## src/rtl/moving_avg_pkg.sv

```systemverilog
// Shared types and widths for the moving-average scheduler slice.
package moving_avg_pkg;
  localparam int NUM_CH_DEF = 4;
  localparam int CH_W       = $clog2(NUM_CH_DEF);
  // AVG_LAT and GAP are both capped at 7, so one counter width covers either.
  localparam int CNT_MAX    = 7;
  localparam int CNT_W      = $clog2(CNT_MAX + 1);

  typedef enum logic [2:0] {
    ST_IDLE,
    ST_ISSUE,
    ST_WAIT,
    ST_HOLD,
    ST_GAP
  } state_t;
endpackage

```

## src/rtl/mavg_rr_arbiter.sv

```systemverilog
// Combinational round-robin pick of the first full channel at or after ptr.
// MAVG_SCHED_PRIO_EN: channel 0 overrides the rotation whenever it is full.
module mavg_rr_arbiter
  import moving_avg_pkg::*;
#(
  parameter int NUM_CH = 4,
  parameter int IDX_W  = CH_W
) (
  input  logic [NUM_CH-1:0] full,
  input  logic [IDX_W-1:0]  ptr,
  input  logic              en,
  output logic [NUM_CH-1:0] gnt,
  output logic [IDX_W-1:0]  gnt_idx
);
  logic found;
  int   c;

  always_comb begin
    gnt     = '0;
    gnt_idx = '0;
    found   = 1'b0;
    c       = 0;
    // ptr < NUM_CH always, so a single subtract wraps non-power-of-2 counts.
    for (int k = 0; k < NUM_CH; k++) begin
      c = int'(ptr) + k;
      if (c >= NUM_CH) c = c - NUM_CH;
      if (en && !found && full[c]) begin
        found   = 1'b1;
        gnt     = '0;
        gnt[c]  = 1'b1;
        gnt_idx = IDX_W'(c);
      end
    end
`ifdef MAVG_SCHED_PRIO_EN
    if (en && full[0]) begin
      gnt     = NUM_CH'(1);
      gnt_idx = '0;
    end
`endif
  end
endmodule

```

## src/rtl/moving_avg_scheduler.sv

```systemverilog
// Shares one strobe-driven averager among NUM_CH single-entry sample buffers.
// Build option MAVG_SCHED_PRIO_EN gives channel 0 strict priority.
module moving_avg_scheduler
  import moving_avg_pkg::*;
#(
  parameter int NUM_CH  = 4,
  parameter int DATA_W  = 8,
  parameter int AVG_LAT = 1,
  parameter int GAP     = 1
) (
  input  logic                      clk,
  input  logic                      rst,
  input  logic [NUM_CH-1:0]         req_valid,
  input  logic [NUM_CH*DATA_W-1:0]  req_data,
  output logic [NUM_CH-1:0]         req_ready,
  output logic                      avg_strobe,
  output logic [DATA_W-1:0]         avg_data,
  output logic [$clog2(NUM_CH)-1:0] avg_ch,
  input  logic [DATA_W-1:0]         avg_result,
  output logic                      res_valid,
  output logic [DATA_W-1:0]         res_data,
  output logic [$clog2(NUM_CH)-1:0] res_ch,
  input  logic                      res_ready
);
  localparam int CW = $clog2(NUM_CH);
  localparam logic [CNT_W-1:0] LAT_C = CNT_W'(AVG_LAT);
  localparam logic [CNT_W-1:0] GAP_C = CNT_W'(GAP);

  state_t                        state_q, state_d;
  logic [CNT_W-1:0]              cnt_q, cnt_d;
  logic [NUM_CH-1:0][DATA_W-1:0] buf_q;
  logic [NUM_CH-1:0]             full_q, full_d, load, arb_gnt, gnt_oh_q;
  logic [CW-1:0]                 ptr_q, ptr_nxt, arb_idx, gnt_idx_q;
  logic                          take, lat_done, gap_done;

  assign lat_done = (cnt_q == LAT_C);
  assign gap_done = (cnt_q == GAP_C);
  assign load     = req_valid & req_ready;
  assign ptr_nxt  = (arb_idx == CW'(NUM_CH - 1)) ? '0 : arb_idx + CW'(1);

  mavg_rr_arbiter #(.NUM_CH(NUM_CH), .IDX_W(CW)) u_arb (
    .full    (full_q),
    .ptr     (ptr_q),
    .en      (take),
    .gnt     (arb_gnt),
    .gnt_idx (arb_idx)
  );

  always_ff @(posedge clk) begin
    if (rst) begin
      state_q <= ST_IDLE;
      cnt_q   <= '0;
    end else begin
      state_q <= state_d;
      cnt_q   <= cnt_d;
    end
  end

  // IDLE is passed through without a dead cycle when work is already
  // buffered, so back-to-back strobes sit 1+AVG_LAT+1+GAP cycles apart.
  always_comb begin
    state_d = state_q;
    cnt_d   = cnt_q;
    take    = 1'b0;
    unique case (state_q)
      ST_IDLE:  take = |full_q;
      ST_ISSUE: begin
        state_d = ST_WAIT;
        cnt_d   = CNT_W'(1);
      end
      ST_WAIT:  begin
        if (lat_done) state_d = ST_HOLD;
        else          cnt_d   = cnt_q + CNT_W'(1);
      end
      ST_HOLD:  begin
        if (res_ready) begin
          if (GAP == 0) begin
            state_d = ST_IDLE;
            take    = |full_q;
          end else begin
            state_d = ST_GAP;
            cnt_d   = CNT_W'(1);
          end
        end
      end
      ST_GAP:   begin
        if (gap_done) begin
          state_d = ST_IDLE;
          take    = |full_q;
        end else begin
          cnt_d = cnt_q + CNT_W'(1);
        end
      end
      default:  state_d = ST_IDLE;
    endcase
    if (take) state_d = ST_ISSUE;
  end

  // A granted buffer is released at the end of its ISSUE cycle.
  always_comb begin
    full_d = full_q | load;
    if (state_q == ST_ISSUE) full_d = full_d & ~gnt_oh_q;
  end

  always_ff @(posedge clk) begin
    if (rst) begin
      full_q     <= '0;
      req_ready  <= '1;
      buf_q      <= '0;
      ptr_q      <= '0;
      gnt_idx_q  <= '0;
      gnt_oh_q   <= '0;
      avg_strobe <= 1'b0;
      avg_data   <= '0;
      avg_ch     <= '0;
      res_valid  <= 1'b0;
      res_data   <= '0;
      res_ch     <= '0;
    end else begin
      full_q     <= full_d;
      req_ready  <= ~full_d;
      avg_strobe <= take;
      for (int i = 0; i < NUM_CH; i++)
        if (load[i]) buf_q[i] <= req_data[i*DATA_W +: DATA_W];
      if (take) begin
        gnt_idx_q <= arb_idx;
        gnt_oh_q  <= arb_gnt;
        avg_data  <= buf_q[arb_idx];
        avg_ch    <= arb_idx;
`ifdef MAVG_SCHED_PRIO_EN
        if (arb_idx != '0) ptr_q <= ptr_nxt;
`else
        ptr_q <= ptr_nxt;
`endif
      end
      if (state_q == ST_WAIT && lat_done) begin
        res_valid <= 1'b1;
        res_data  <= avg_result;
        res_ch    <= gnt_idx_q;
      end else if (state_q == ST_HOLD && res_ready) begin
        res_valid <= 1'b0;
      end
    end
  end
endmodule

```

## config.mk

```make
export PLATFORM = sky130hd
export DESIGN_NAME = moving_avg_scheduler
export DESIGN_NICKNAME = d
export VERILOG_FILES = /design/src/rtl/moving_avg_pkg.sv /design/src/rtl/mavg_rr_arbiter.sv /design/src/rtl/moving_avg_scheduler.sv
export SDC_FILE = /design/constraint.sdc
export NUM_CORES = 1
export LEC_CHECK = 0
export ABC_CLOCK_PERIOD_IN_PS = 3600
export BUFFER_PORTS_ARGS = -buffer_cell sky130_fd_sc_hd__buf_2
export CAP_MARGIN = 15
export CELL_PAD_IN_SITES_DETAIL_PLACEMENT = 1
export CELL_PAD_IN_SITES_GLOBAL_PLACEMENT = 1
export CORE_MARGIN = 2
export CORE_UTILIZATION = 40
export DETAILED_ROUTE_END_ITERATION = 6
export GPL_ROUTABILITY_DRIVEN = 0
export PLACE_DENSITY_LB_ADDON = 0.1
export SETUP_SLACK_MARGIN = 0.5
export SYNTH_ARGS = -nofsm -noshare
export SYNTH_HDL_FRONTEND = slang
export SYNTH_SLANG_ARGS = --single-unit
```

## constraint.sdc

```tcl
create_clock -name clk -period 3.6 [get_ports clk]
set_input_delay 0.72 -clock clk [delete_from_list [all_inputs] [get_ports clk]]
set_output_delay 0.72 -clock clk [all_outputs]
set_load 0.02 [all_outputs]
```

# After elaboration in Yosys (flattened, before gate mapping)
# Index checks and enable logic that the tools add are counted.
# word_totals
register_bits	74
word_cells	135
out_inout_bits	26
input_bits	47
# op_classes
n_mux	51
n_eq_ne	14
bitwise	6
n_reduce_logical	25
magnitude_cmp	13
addsub	9
# ops
cell	n
$ge 32x1->1 const B	4
$lt 32x4->1 const B	4
$mux 32	4
$ge 32x4->1 const B	3
$sub 32x4->32 const B	3
$mux 4	5
$mux 1	19
$bmux 8 s2	1
$mux 3	5
$pmux 3 s5	1
$logic_and 1x1->1	13
$mux 2	5
$ne 3x2->1 const B	3
$pmux 3 s3	1
$and 4x4->4	2
$bmux 1 s2	4
$demux 1 s2	4
$mux 8	1
$ne 2x2->1 const B	4
$not 4->4	2
$reduce_and 4->1	2
$add 2x2->3 const B	2
$eq 3x1->1 const B	2
$eq 3x2->1 const B	2
other kinds (19)	22

# Logic depth before layout (Yosys ltp)
# depth
word_depth	21
ltp_mapped	12

# Modules after synthesis
# Synthesis repeated with hierarchy kept, for this count alone.
# hier_totals
hier_cells	375
hier_area_um2	3422.0
# modules_own_cells
mod	area_per_inst_um2	seq_area_each_um2	n_inst	cells_each
moving_avg_scheduler	2916.5	1481.4	1	307
mavg_rr_arbiter	505.5	0.0	1	68

# Least setup slack after synthesis
# OpenSTA, ideal clock, no wires.
# synth_path
path_kind	flip-flop to flip-flop
start	reg ptr_q[1]
end	reg avg_data[0]
slack_ns	0.747
path_stages_with_launch	12
synth_period_minus_slack_ns	2.853
required_ns	3.468
arrival_ns	2.721
cell_sequence	dfxtp_1 > buf_2 > inv_1 > ha_1 > buf_2 > mux4_2 > o221ai_1 > o2111ai_1 > buf_4 > buf_2 > mux2i_1 > o211ai_1
# synth_via
elab_chain_cells	21
# synth_rtl
element	line_no	rtl
from (decl)	moving_avg_scheduler.sv:33	logic [CW-1:0] ptr_q, ptr_nxt, arb_idx, gnt_idx_q;
from (signal assigned)	moving_avg_scheduler.sv:133	ptr_q <= ptr_nxt;
parallel branches: the longest is 18 deep, another holds $sub 32x4->32	-	
$mux 2 (*)	mavg_rr_arbiter.sv:27	if (en && !found && full[c]) begin
$bmux 8 s2 (*)	moving_avg_scheduler.sv:128	avg_data <= buf_q[arb_idx];
$mux 8 (implied by the code) (*)	moving_avg_scheduler.sv:128	
to (signal assigned)	moving_avg_scheduler.sv:128	
to (decl)	moving_avg_scheduler.sv:17	output logic [DATA_W-1:0] avg_data,
# Mark *: on every way between the ends. The select of a mux whose other input is x is not followed.
# A chain may end at the register's enable or synchronous reset.

# Final worst setup path
# layout_path
start	reg ptr_q[0]
end	reg avg_data[4]
# Same word-level chain as after synthesis.

==> results.toml <==
[yosys]
yosys_most_used_dff = "sky130_fd_sc_hd__dfxtp_1"
postSynthNetCount = 470
synth_warnings = 0
netlist_area_um2 = 3530
number_of_register_bits_inferred_by_synthesis = 74
synth_seq_area_share_pct = 42.0
synth_area_in_adders_pct = 3.55
synth-compound-area-share_pct = 16.4
area_fraction_in_and_or_nand_and_nor_cells_after_synthesis_pct = 21.6
post_synth_inst_count = 413
synth_cell_types = 43
synth.area.mux_share_pct = 10.5
async_flop_share_pct = 0
synth.avg_cell_area_um2 = 8.54
synth_edf_count = 0
synth_xor_area_share_pct = 0.745
synth_top_family_by_area = "simple AND/OR/NAND/NOR gates"

[clock_tree]
postCtsResizedCells = 0
cts_made_buffers = 9
clock_path_buffers = 2
htree_num_levels = 3
clkSlewWorstSetupHoldPaths_ns = 0.08
tritoncts = "built"
clock_latency_ns = 0.35
clockRootBuffer = "sky130_fd_sc_hd__clkbuf_8"
cts.sink_count = 74
cts_setup_buffers = 0
cts_hold_buf = 0

[setup_path]
largest_stage_delay_on_the_critical_path_ns = 0.66
crit_chain = "inv_1 -> ha_1 -> mux4_2 -> o221ai_1 -> o2111ai_2 -> buf_4 -> mux2i_1 -> o211ai_1"
cp-endpoint = "avg_data[4]$_SDFFE_PP0P_"
rr_endpoint = "avg_data[4]$_SDFFE_PP0P_"
worstPathMaxFanout = 19
worst_setup_path_start_kind = "flip-flop"
critPathLaunch = "ptr_q[0]$_SDFFE_PP0P_"
critPathSlowestCell = "sky130_fd_sc_hd__mux4_2"
length_in_cells_of_the_worst_reg_to_reg_path = 8
setup.worst_path.end_class = "flip-flop"
worstPathRequired_ns = 3.82
timing_worst_setup_path_type = "reg2reg"
reg2reg_from = "ptr_q[0]$_SDFFE_PP0P_"
cp_data_arrival_time_ns = 2.96
setup.reg_to_reg.worst_slack_ns = 0.86

[floorplan]
floorplan.initialDensity_pct = 40.8
std_cell_rows = 34
placeable_core_area_um2 = 8640
die-height_um = 97.9
floorplan.io_pins = 73
floorplan.die_area_um2 = 9590
dieWidth_um = 97.9

[pwr]
p_leak_nw = 1.73
power_per_cell_area_nw_per_um2 = 616
power.total_mw = 2.55
vdd.ir_drop.worst_v = 0.000281

[timing]
setup_total_negative_slack_ns = 0
timing.final.max_slew_violations = 0
max_freq_mhz = 365
clock_skew_ns = 0.0132
hold_violations = 0
worst_hold_slack_ns = 0.457
timing.final.crit_share_pct = 76.0
final-setup-viol-count = 0
worst_slew_pin_slew_ns = 0.963
crit_path_time_final_ns = 2.74
grt_setup_unrepaired = "no"
worst_slew_margin_rel_pct = 35.4

[detailed_routing]
drtPass1Iterations = 6
drt-met1-wl_mm = 4.09
ant_nets = 0
dr_total_vias = 3177
initialDrtViolationCount = 71
top_layer = "met4"
detail_route.wirelength_mm = 9.29
dr_wl_met2_mm = 4.78
routed_wire_length_per_instance_um = 15.9
routed-wl-met3_um = 291
remaining_design_rule_violation_count = 0
detail_route.vias_per_cell = 5.42

[global_route]
initial_antenna_violation_count = 0
gr-total-overflow = 0
wire_length_of_the_first_global_routing_pass_mm = 15.6
grt_max_degree = 39
grt_usage_pct = 20.0
via_count_of_the_first_global_routing_pass = 3315

[final_layout]
syn_to_final_growth_pct = 17.2
number_of_antenna_cells_inserted = 0
multi_input_area_um2 = 1870
post_route_cells_drive_above_1_share_pct = 22.2
layout.area.seq_um2 = 1480
finish.net_count = 530
num-fill-cells = 1060
layout_commonest_cell = "sky130_fd_sc_hd__dfxtp_1"
top_library_cells_by_usage_in_the_layout_fill_and_taps_aside = "sky130_fd_sc_hd__dfxtp_1, sky130_fd_sc_hd__buf_2, sky130_fd_sc_hd__nand2_1"

[hold_path]
hold_path_depth = 1
hold_path_class = "reg2reg"

[placement]
portBuffers = 72
dp_hpwl_mm = 6.84

[status]
result_of_the_run = "finished, final reports clean"

[run]
max-cap-violations = 0
==> layout make-up <==
cell class | instances | area share [%]
clock buffer | 10 | 3.09
tap | 108 | 3.27
inverter | 11 | 0.998
clock inverter | 6 | 1.39
timing repair buffer | 80 | 10.2
multi-input combinational | 297 | 45.3
sequential | 74 | 35.8
==> cell families (layout without fill, tap and decap cells) <==
| kind of cell | after synthesis | count (layout) |
|---|---|---|
| compound gates | 86 | 86 |
| xor+xnor | 3 | 3 |
| fa+ha+maj | 10 | 10 |
| buf+inv | 42 | 107 |
| flops | 74 | 74 |
| mux | 32 | 32 |
| simple gates | 166 | 166 |
==> sequential cells by signal, summed over array words and instances, names as in the netlist <==
signal and count:
state_q 3, buf_q 32, cnt_q 3, res_ch 2, gnt_oh_q 4, avg_data 8
avg_strobe 1, res_valid 1, req_ready 4, ptr_q 2, full_q 4, res_data 8
gnt_idx_q 2
==> layer usage <==
metal | up-vias | GRT usage [%]
li1 | 1574 | -
met1 | 1546 | 23.7
met2 | 46 | 36.2
met3 | 11 | 4.29
met4 | 0 | 5.77
met5 | - | 0
==> cells in the mapped netlist, drive strengths merged (2+ instances only) <==
library cell	n	area, um^2
a211oi	6	50.1
a21oi	46	230
a222oi	4	40.0
a31oi	4	25.0
buf	9	61.3
clkbuf	22	82.6
dfxtp	74	1480
ha	10	125
inv	11	41.3
mux2i	28	280
mux4	4	90.1
nand2	69	259
nand2b	6	37.5
nand3	32	160
nand3b	4	30.0
nor2	23	86.3
nor2b	3	18.8
nor3	23	115
nor4	3	33.8
o2111ai	2	17.5
o211ai	9	67.6
o21ai	2	13.8
o21bai	4	30.0
xnor2	2	17.5
==> critical path, delay by kind of cell, from the launching register on <==
family | cells | cell delay (ns)
muxes | 2 | 0.87
AOI/OAI and AO/OA | 3 | 0.50
buffers and inverters | 2 | 0.39
adders and majority gates | 1 | 0.50
DFF | 1 | 0.34
==> where the power goes <==
part / leakage (nW) / switching [mW] / internal [mW] / total, mW
sequential: 0.607 / 0.102 / 0.920 / 1.02
combinational: 1.02 / 0.543 / 0.355 / 0.898
clock: 0.0958 / 0.314 / 0.316 / 0.630
total: 1.73 / 0.959 / 1.59 / 2.55
==> worst min-delay path by stage <==
stage	to	startpoint	slack [ns]
after floorplan	full_q[1]$_SDFF_PP0_	gnt_oh_q[1]$_SDFFE_PP0P_	0.43
after global placement	full_q[3]$_SDFF_PP0_	gnt_oh_q[3]$_SDFFE_PP0P_	0.44
after detailed placement	buf_q[3]$_SDFFE_PP0P_	buf_q[3]$_SDFFE_PP0P_	0.45
after CTS	full_q[2]$_SDFF_PP0_	gnt_oh_q[2]$_SDFFE_PP0P_	0.46
after global routing	buf_q[13]$_SDFFE_PP0P_	buf_q[13]$_SDFFE_PP0P_	0.48
final	full_q[2]$_SDFF_PP0_	gnt_oh_q[2]$_SDFFE_PP0P_	0.46
==> per-stage QoR <==
step | worst slack, ns | std cells | utilization [%] | area [um^2]
2_1_floorplan | 0.747 | 413 | - | 3530
3_3_place_gp | 1.03 | 570 | 45.7 | 3950
3_5_place_dp | 0.858 | 570 | 45.7 | 3950
4_1_cts | 0.844 | 586 | 47.9 | 4140
5_1_grt | 0.711 | 586 | 47.9 | 4140
6_report | 0.863 | 586 | 47.9 | 4140
(Power assumes the default switching activity.)
